$ cat config.mk
export PLATFORM = sky130hd
export DESIGN_NAME = mem_port_arbiter
export DESIGN_NICKNAME = d
export VERILOG_FILES = /design/src/rtl/mem_port_arbiter.sv
export SDC_FILE = /design/constraint.sdc
export NUM_CORES = 1
export LEC_CHECK = 0
export CORE_AREA = 2 2 270 272
export DETAILED_ROUTE_END_ITERATION = 10
export DIE_AREA = 0 0 272 274
export GPL_ROUTABILITY_DRIVEN = 1
export PLACE_DENSITY_LB_ADDON = 0.05
export RECOVER_POWER = 25
export SLEW_MARGIN = 20
export SYNTH_ARGS = -nofsm -noshare
export SYNTH_HDL_FRONTEND = slang
export SYNTH_SLANG_ARGS = --single-unit
export TNS_END_PERCENT = 20
$ cat constraint.sdc
create_clock -name clk -period 2.36 [get_ports clk]
set_clock_uncertainty 0.1 [all_clocks]
set_input_delay 0.354 -clock clk [delete_from_list [all_inputs] [get_ports clk]]
set_output_delay 0.354 -clock clk [all_outputs]
set_load 0.01 [all_outputs]
$ cat src/rtl/mem_port_arbiter.sv
// Arbitrates the single physical memory port between the I-cache (line reads)
// and the D-cache (line reads and write-backs). One line transfer is in flight
// at a time. Simultaneous requests are granted round-robin.
module mem_port_arbiter #(
  parameter int ADDR_WIDTH = 16,
  parameter int LINE_WIDTH = 128
) (
  input  logic                  clk,
  input  logic                  reset_n,

  // I-cache side (read-only line fills)
  input  logic                  i_read,
  input  logic [ADDR_WIDTH-1:0] i_address,
  output logic [LINE_WIDTH-1:0] i_rdata,
  output logic                  i_resp,

  // D-cache side (line fills and write-backs)
  input  logic                  d_read,
  input  logic                  d_write,
  input  logic [ADDR_WIDTH-1:0] d_address,
  input  logic [LINE_WIDTH-1:0] d_wdata,
  output logic [LINE_WIDTH-1:0] d_rdata,
  output logic                  d_resp,

  // Physical memory side
  output logic                  pmem_read,
  output logic                  pmem_write,
  output logic [ADDR_WIDTH-1:0] pmem_address,
  output logic [LINE_WIDTH-1:0] pmem_wdata,
  input  logic [LINE_WIDTH-1:0] pmem_rdata,
  input  logic                  pmem_resp
);

  typedef enum logic [2:0] {
    IDLE,
    BUSY_I,
    BUSY_D,
    RESP_I,
    RESP_D
  } state_t;

  state_t state;
  logic   op_write;      // latched operation of the granted transfer
  logic   last_grant_d;  // 1: the most recent grant went to the D-cache

  logic   i_req;
  logic   d_req;
  logic   grant_i;
  logic   grant_d;

  // A write-back wins over a read when the D-cache raises both strobes.
  assign i_req   = i_read;
  assign d_req   = d_read | d_write;

  // On a tie the requester that was not granted last time wins, so neither
  // side can starve the other.
  assign grant_d = d_req & (~i_req | ~last_grant_d);
  assign grant_i = i_req & ~grant_d;

  // Arbitration FSM: latch the granted request, drive the memory strobes,
  // capture read data and pulse the per-requester completion.
  // NOTE: every register in this block uses non-blocking assignment so all of
  // them update together at the edge from the values seen before it.
  // The wide data latches are reset too, because a defined zero is observable
  // on the cache-facing rdata ports right after reset.
  always_ff @(posedge clk or negedge reset_n) begin
    if (!reset_n) begin
      state        <= IDLE;
      op_write     <= 1'b0;
      last_grant_d <= 1'b0;
      pmem_read    <= 1'b0;
      pmem_write   <= 1'b0;
      pmem_address <= '0;
      pmem_wdata   <= '0;
      i_rdata      <= '0;
      d_rdata      <= '0;
      i_resp       <= 1'b0;
      d_resp       <= 1'b0;
    end else begin
      case (state)
        IDLE: begin
          if (grant_d) begin
            state        <= BUSY_D;
            last_grant_d <= 1'b1;
            op_write     <= d_write;
            pmem_address <= d_address;
            pmem_wdata   <= d_wdata;
            pmem_read    <= ~d_write;
            pmem_write   <= d_write;
          end else if (grant_i) begin
            state        <= BUSY_I;
            last_grant_d <= 1'b0;
            op_write     <= 1'b0;
            pmem_address <= i_address;
            pmem_read    <= 1'b1;
            pmem_write   <= 1'b0;
          end
        end

        BUSY_I: begin
          if (pmem_resp) begin
            state      <= RESP_I;
            i_rdata    <= pmem_rdata;
            i_resp     <= 1'b1;
            pmem_read  <= 1'b0;
            pmem_write <= 1'b0;
          end
        end

        BUSY_D: begin
          if (pmem_resp) begin
            state <= RESP_D;
            if (!op_write) begin
              d_rdata <= pmem_rdata;
            end
            d_resp     <= 1'b1;
            pmem_read  <= 1'b0;
            pmem_write <= 1'b0;
          end
        end

        RESP_I: begin
          state  <= IDLE;
          i_resp <= 1'b0;
        end

        RESP_D: begin
          state  <= IDLE;
          d_resp <= 1'b0;
        end

        default: begin
          state      <= IDLE;
          pmem_read  <= 1'b0;
          pmem_write <= 1'b0;
          i_resp     <= 1'b0;
          d_resp     <= 1'b0;
        end
      endcase
    end
  end

endmodule
# Word level (Yosys, flattened, before mapping)
# Index checks and enable logic that the tools add are counted.
# totals
ff_bits	409
inputBits	294
out_inout_bits	404
wordCells	63
# classes
eq_ne	8
muxes	18
n_bitwise	12
reduce_logical	14
# op_table
cell	n
$mux W16	2
$mux W3	4
$reduce_and A2 Y1	5
$pmux W3 S3	1
$reduce_and A3 Y1	3
$not A1 Y1	8
$mux W1	7
$eq A3 B2 Y1 const B	2
$pmux W1 S3	2
$reduce_or A3 Y1	2
$ne A2 B2 Y1 const B	2
$pmux W1 S2	2
$reduce_or A2 Y1	2
$eq A3 B1 Y1 const B	1
$eq A3 B3 Y1 const B	1
$logic_not A3 Y1	1
$ne A3 B3 Y1 const B	1
$and A1 B1 Y1	2
$ne A2 B1 Y1 const B	1
$or A1 B1 Y1	2
$reduce_bool A2 Y1	1

# Longest topological paths before layout
# logic_depth
ltp_word	8
mapped_depth	7
depth_no_buf	4

# Worst setup path before layout
# No wires, ideal clock.
# synth_path
kind	reg-to-reg
from	register state[2]
to	register d_rdata[100]
setup_ns	0.125
t_arrival_ns	1.569
required_time_ns	2.135
path_slack_ns	0.567
stages_incl_launch_ff	8
cell_sequence	dfrtp_1 buf_2 inv_1 nand4_1 nor2_1 buf_4 buf_6 mux2_2
# synth_via
elab_chain_cells	2
# synth_rtl
element	line_no	rtl
start: declaration	42	state_t state;
start signal: assignment	68	state <= IDLE;
start signal: assignment	83	state <= BUSY_D;
start signal: assignment	91	state <= BUSY_I;
$eq A3 B2 Y1	80	case (state)
$reduce_and A3 Y1 (no line)	-	
end signal: assignment	114	d_rdata <= pmem_rdata;
end: declaration	22	output logic [LINE_WIDTH-1:0] d_rdata,
# No other way between the ends.
# A chain may end at the register's enable or synchronous reset.

# Worst setup path in the final report
# layout_path
from	register pmem_read
to	output pmem_read
# layout_rtl
element	line_no	rtl
start: declaration	26	output logic pmem_read,
start signal: assignment	88	pmem_read <= ~d_write;
# No word-level cell between the ends.

==> flow_summary_export.csv <==
group,metric,value,unit
outcome,status,"finished, final reports clean",
sta,setup_viol,0,
detailed_routing,finalWirelength,57530,um
finish,final_util,35.44,%
worst_setup_path,worst-path-buf-inv,1,
logic_synthesis,synth_top_family_by_area,"multiplexers",
worst_setup_path,cp-end-kind,"primary output",
clocking,clkSinkCount,409,
sta,setup_ws,268.8,ps
die,core-area,71970,sq um
die,rows,99,
global_routing,overflow,0,
pwr,pwr_density_cell,1458,nW/um^2
logic_synthesis,syn-num-nets,1223,
die,die-width,272,um
pwr,peakVddDrop,0.6100,mV
logic_synthesis,synth.most_common_cell,"dfrtp_1",
sta,slew_headroom,23.26,%
logic_synthesis,syn_area,15560,sq um
placement,dp.cells,2577,
sta,slew_violations,0,
finish,stdcell_count,2676,
logic_synthesis,ys_seq_area_share,65.79,%
logic_synthesis,synth_compound_area_share,1.030,%
worst_setup_path,crit_arrival,1640,ps
detailed_routing,drtIter0Drc,301,
clocking,htreeDepth,2,
clocking,path_clk_slew,60,ps
global_routing,grt_use_total,14.86,%
global_routing,grt_pass1_vias,11530,
worst_setup_path,crit_family,"buffers and inverters",
finish,multiInputGateArea,4863,sq um
detailed_routing,dr_total_vias,10540,
logic_synthesis,syn_avg_cell_area,16.75,sq um
placement,portBuffers,697,
detailed_routing,drtAntennaViolNets,0,
worst_setup_path,cp_slowest_stage_delay,670,ps
flow_run,drv_cap,0,
logic_synthesis,synth_ff_type,"dfrtp_1",
logic_synthesis,yosysTopAreaCell,"dfrtp_1",
sta,tightest_slew,1151,ps
logic_synthesis,synth_seq_cells,409,
clocking,ctsLongestPathBuffers,3,
logic_synthesis,yosysTopAreaCellShare,65.79,%
logic_synthesis,ys_warn_count,0,
global_routing,grt_pass1_wl,81720,um
pwr,total_power,37.20,mW
placement,place.gp.congestion,0.7541,
logic_synthesis,synthMuxAreaShare,28.83,%
sta,fmax,0.4782,GHz
finish,area_growth,63.97,%
logic_synthesis,netlist-cell-type-count,27,
worst_setup_path,crit_path_top_delay_cell,"clkdlybuf4s50_1",
sta,rsz0062_at_grt,"false",
die,die_area,74530,sq um
detailed_routing,drc_errors,0,
detailed_routing,wire_per_inst,21.50,um
die,io_pins,698,
logic_synthesis,synth_edf_count,0,
sta,fin_crit,2091,ps
finish,drive_gt1_share,29.75,%
detailed_routing,firstDrtPassIters,4,
worst_setup_path,path_cells,"clkdlybuf4s50_1",
pwr,p_leak,10.41,nW
die,die_y,274,um
clocking,numCtsBuffers,51,
global_routing,antenna_found_initial,5,
logic_synthesis,yosys.area_share.simple,1.223,%
detailed_routing,vias_per_cell,3.939,
worst_setup_path,cp-start-kind,"flip-flop",
logic_synthesis,synth_common_cells,"409 x dfrtp_1, 384 x mux2_2, 33 x buf_6",
placement,hpwlAfterDp,44110,um
worst_setup_path,cp_max_fo,3,
worst_setup_path,required,1910,ps
sta,hold_viol,0,
finish,seq_area,10230,sq um
die,initial_core_util,21.62,%
logic_synthesis,synthTopCellsByArea,"dfrtp_1 66%, mux2_2 28%, buf_6 2.4%, mux2i_1 1.0%, a21oi_1 0.61%",
clocking,clockRootBuffer,"clkbuf_16",
logic_synthesis,async_flop_share,100.0,%
clocking,cts_tree,"built",
hold_path,hold_path.class,"primary input to asynchronous set/reset pin",
logic_synthesis,synth_xor_area_share,0,%
logic_synthesis,synthAdderAreaFrac,0,%
placement,pre_cts_ws,-7.718,ps
finish,n_fill_cell,7067,
clocking,clk_latency,580,ps
global_routing,grt_max_degree,58,
finish,num-nets-final,1966,
sta,fin_crit_sh,88.61,%
clocking,cts_setup_buffers,0,
logic_synthesis,synthCells,929,
worst_setup_path,crit_type,"flip-flop to primary output",
repair_timing:
| action | 4_1_cts | 5_1_grt |
|---|---|---|
| gates resized for setup | 0 | 0 |
| hold buffers | 1 | 0 |
| hold endpoints to repair | 43 | 0 |
through the flow:
step | hold WS [ps] | TNS, ps | cell area, sq um
after floorplan | -41.59 | 0 | 15560
after global placement | 217.7 | 0 | 23910
after detailed placement | 227.5 | -76.62 | 23910
after CTS | 159.3 | 0 | 25600
after global routing | 177.4 | 0 | 25510
final | 164.3 | 0 | 25510
cells by family (layout without fill, tap and decap cells):
family,count (synthesis),in the layout
buffers and inverters,54,839
AND/OR/NAND/NOR,36,36
flip-flops,409,409
other,0,3
multiplexers,400,400
AO/OA/AOI/OAI,30,30
layout make-up:
type	instances	area share [%]
clock inverter	15	0.5494
timing repair buffer	739	29.40
sequential	409	40.12
multi-input combinational	466	19.07
antenna	3	0.02943
inverter	5	0.07358
clock buffer	80	6.058
tap	959	4.704
cells in the final DEF, fill, tap and decap left out, types with 2 or more instances in the layout:
| cell | n |
|---|---|
| clkdlybuf4s50_1 | 696 |
| dfrtp_1 | 409 |
| mux2_2 | 384 |
| clkbuf_16 | 51 |
| nor2_1 | 19 |
| a21oi_1 | 19 |
| clkbuf_1 | 18 |
| buf_12 | 18 |
| mux2i_1 | 16 |
| clkbuf_8 | 16 |
| buf_4 | 12 |
| clkinv_2 | 9 |
| o21ai_0 | 6 |
| nand2_1 | 5 |
| inv_1 | 4 |
| diode_2 | 3 |
| inv_6 | 3 |
| clkbuf_2 | 3 |
| clkbuf_4 | 3 |
| nand4_1 | 2 |
| nor3_1 | 2 |
| bufinv_16 | 2 |
state kept, by name, summed over array words and instances, names as in the netlist:
register,flops
i_rdata,128
d_rdata,128
op_write,1
pmem_address,16
d_resp,1
pmem_write,1
pmem_read,1
last_grant_d,1
pmem_wdata,128
state,3
i_resp,1
power breakdown:
group / internal, mW / switching, mW / total, mW
logic: 10.2 / 6.67 / 16.9
clock network: 4.70 / 3.16 / 7.86
registers: 10.6 / 1.85 / 12.5
final timing paths:
check,end,depth (start not counted),slack [ps],start
min reg2reg,d_resp$_DFFE_PN0P_,1,390,d_resp$_DFFE_PN0P_
max,pmem_read,1,270,pmem_read$_DFFE_PN0P_
max in group asynchronous,pmem_address[6]$_DFFE_PN0P_,3,520,reset_n
max reg2reg,i_rdata[115]$_DFFE_PN0P_,5,300,state[0]$_DFFE_PN0P_
min in group clk,pmem_wdata[39]$_DFFE_PN0P_,2,280,d_wdata[39]
min,i_rdata[12]$_DFFE_PN0P_,2,160,reset_n
metal layers:
| layer | vias to the layer above | share of wire, % | track usage (%) |
|---|---|---|---|
| met5 | - | 0.047 | 0 |
| met4 | 4 | 3.2 | 5.495 |
| met3 | 89 | 7.9 | 5.211 |
| met2 | 336 | 54 | 27.50 |
| met1 | 5341 | 35 | 15.41 |
| li1 | 4770 | - | - |
Note: power is estimated with default switching activity, not from simulation.
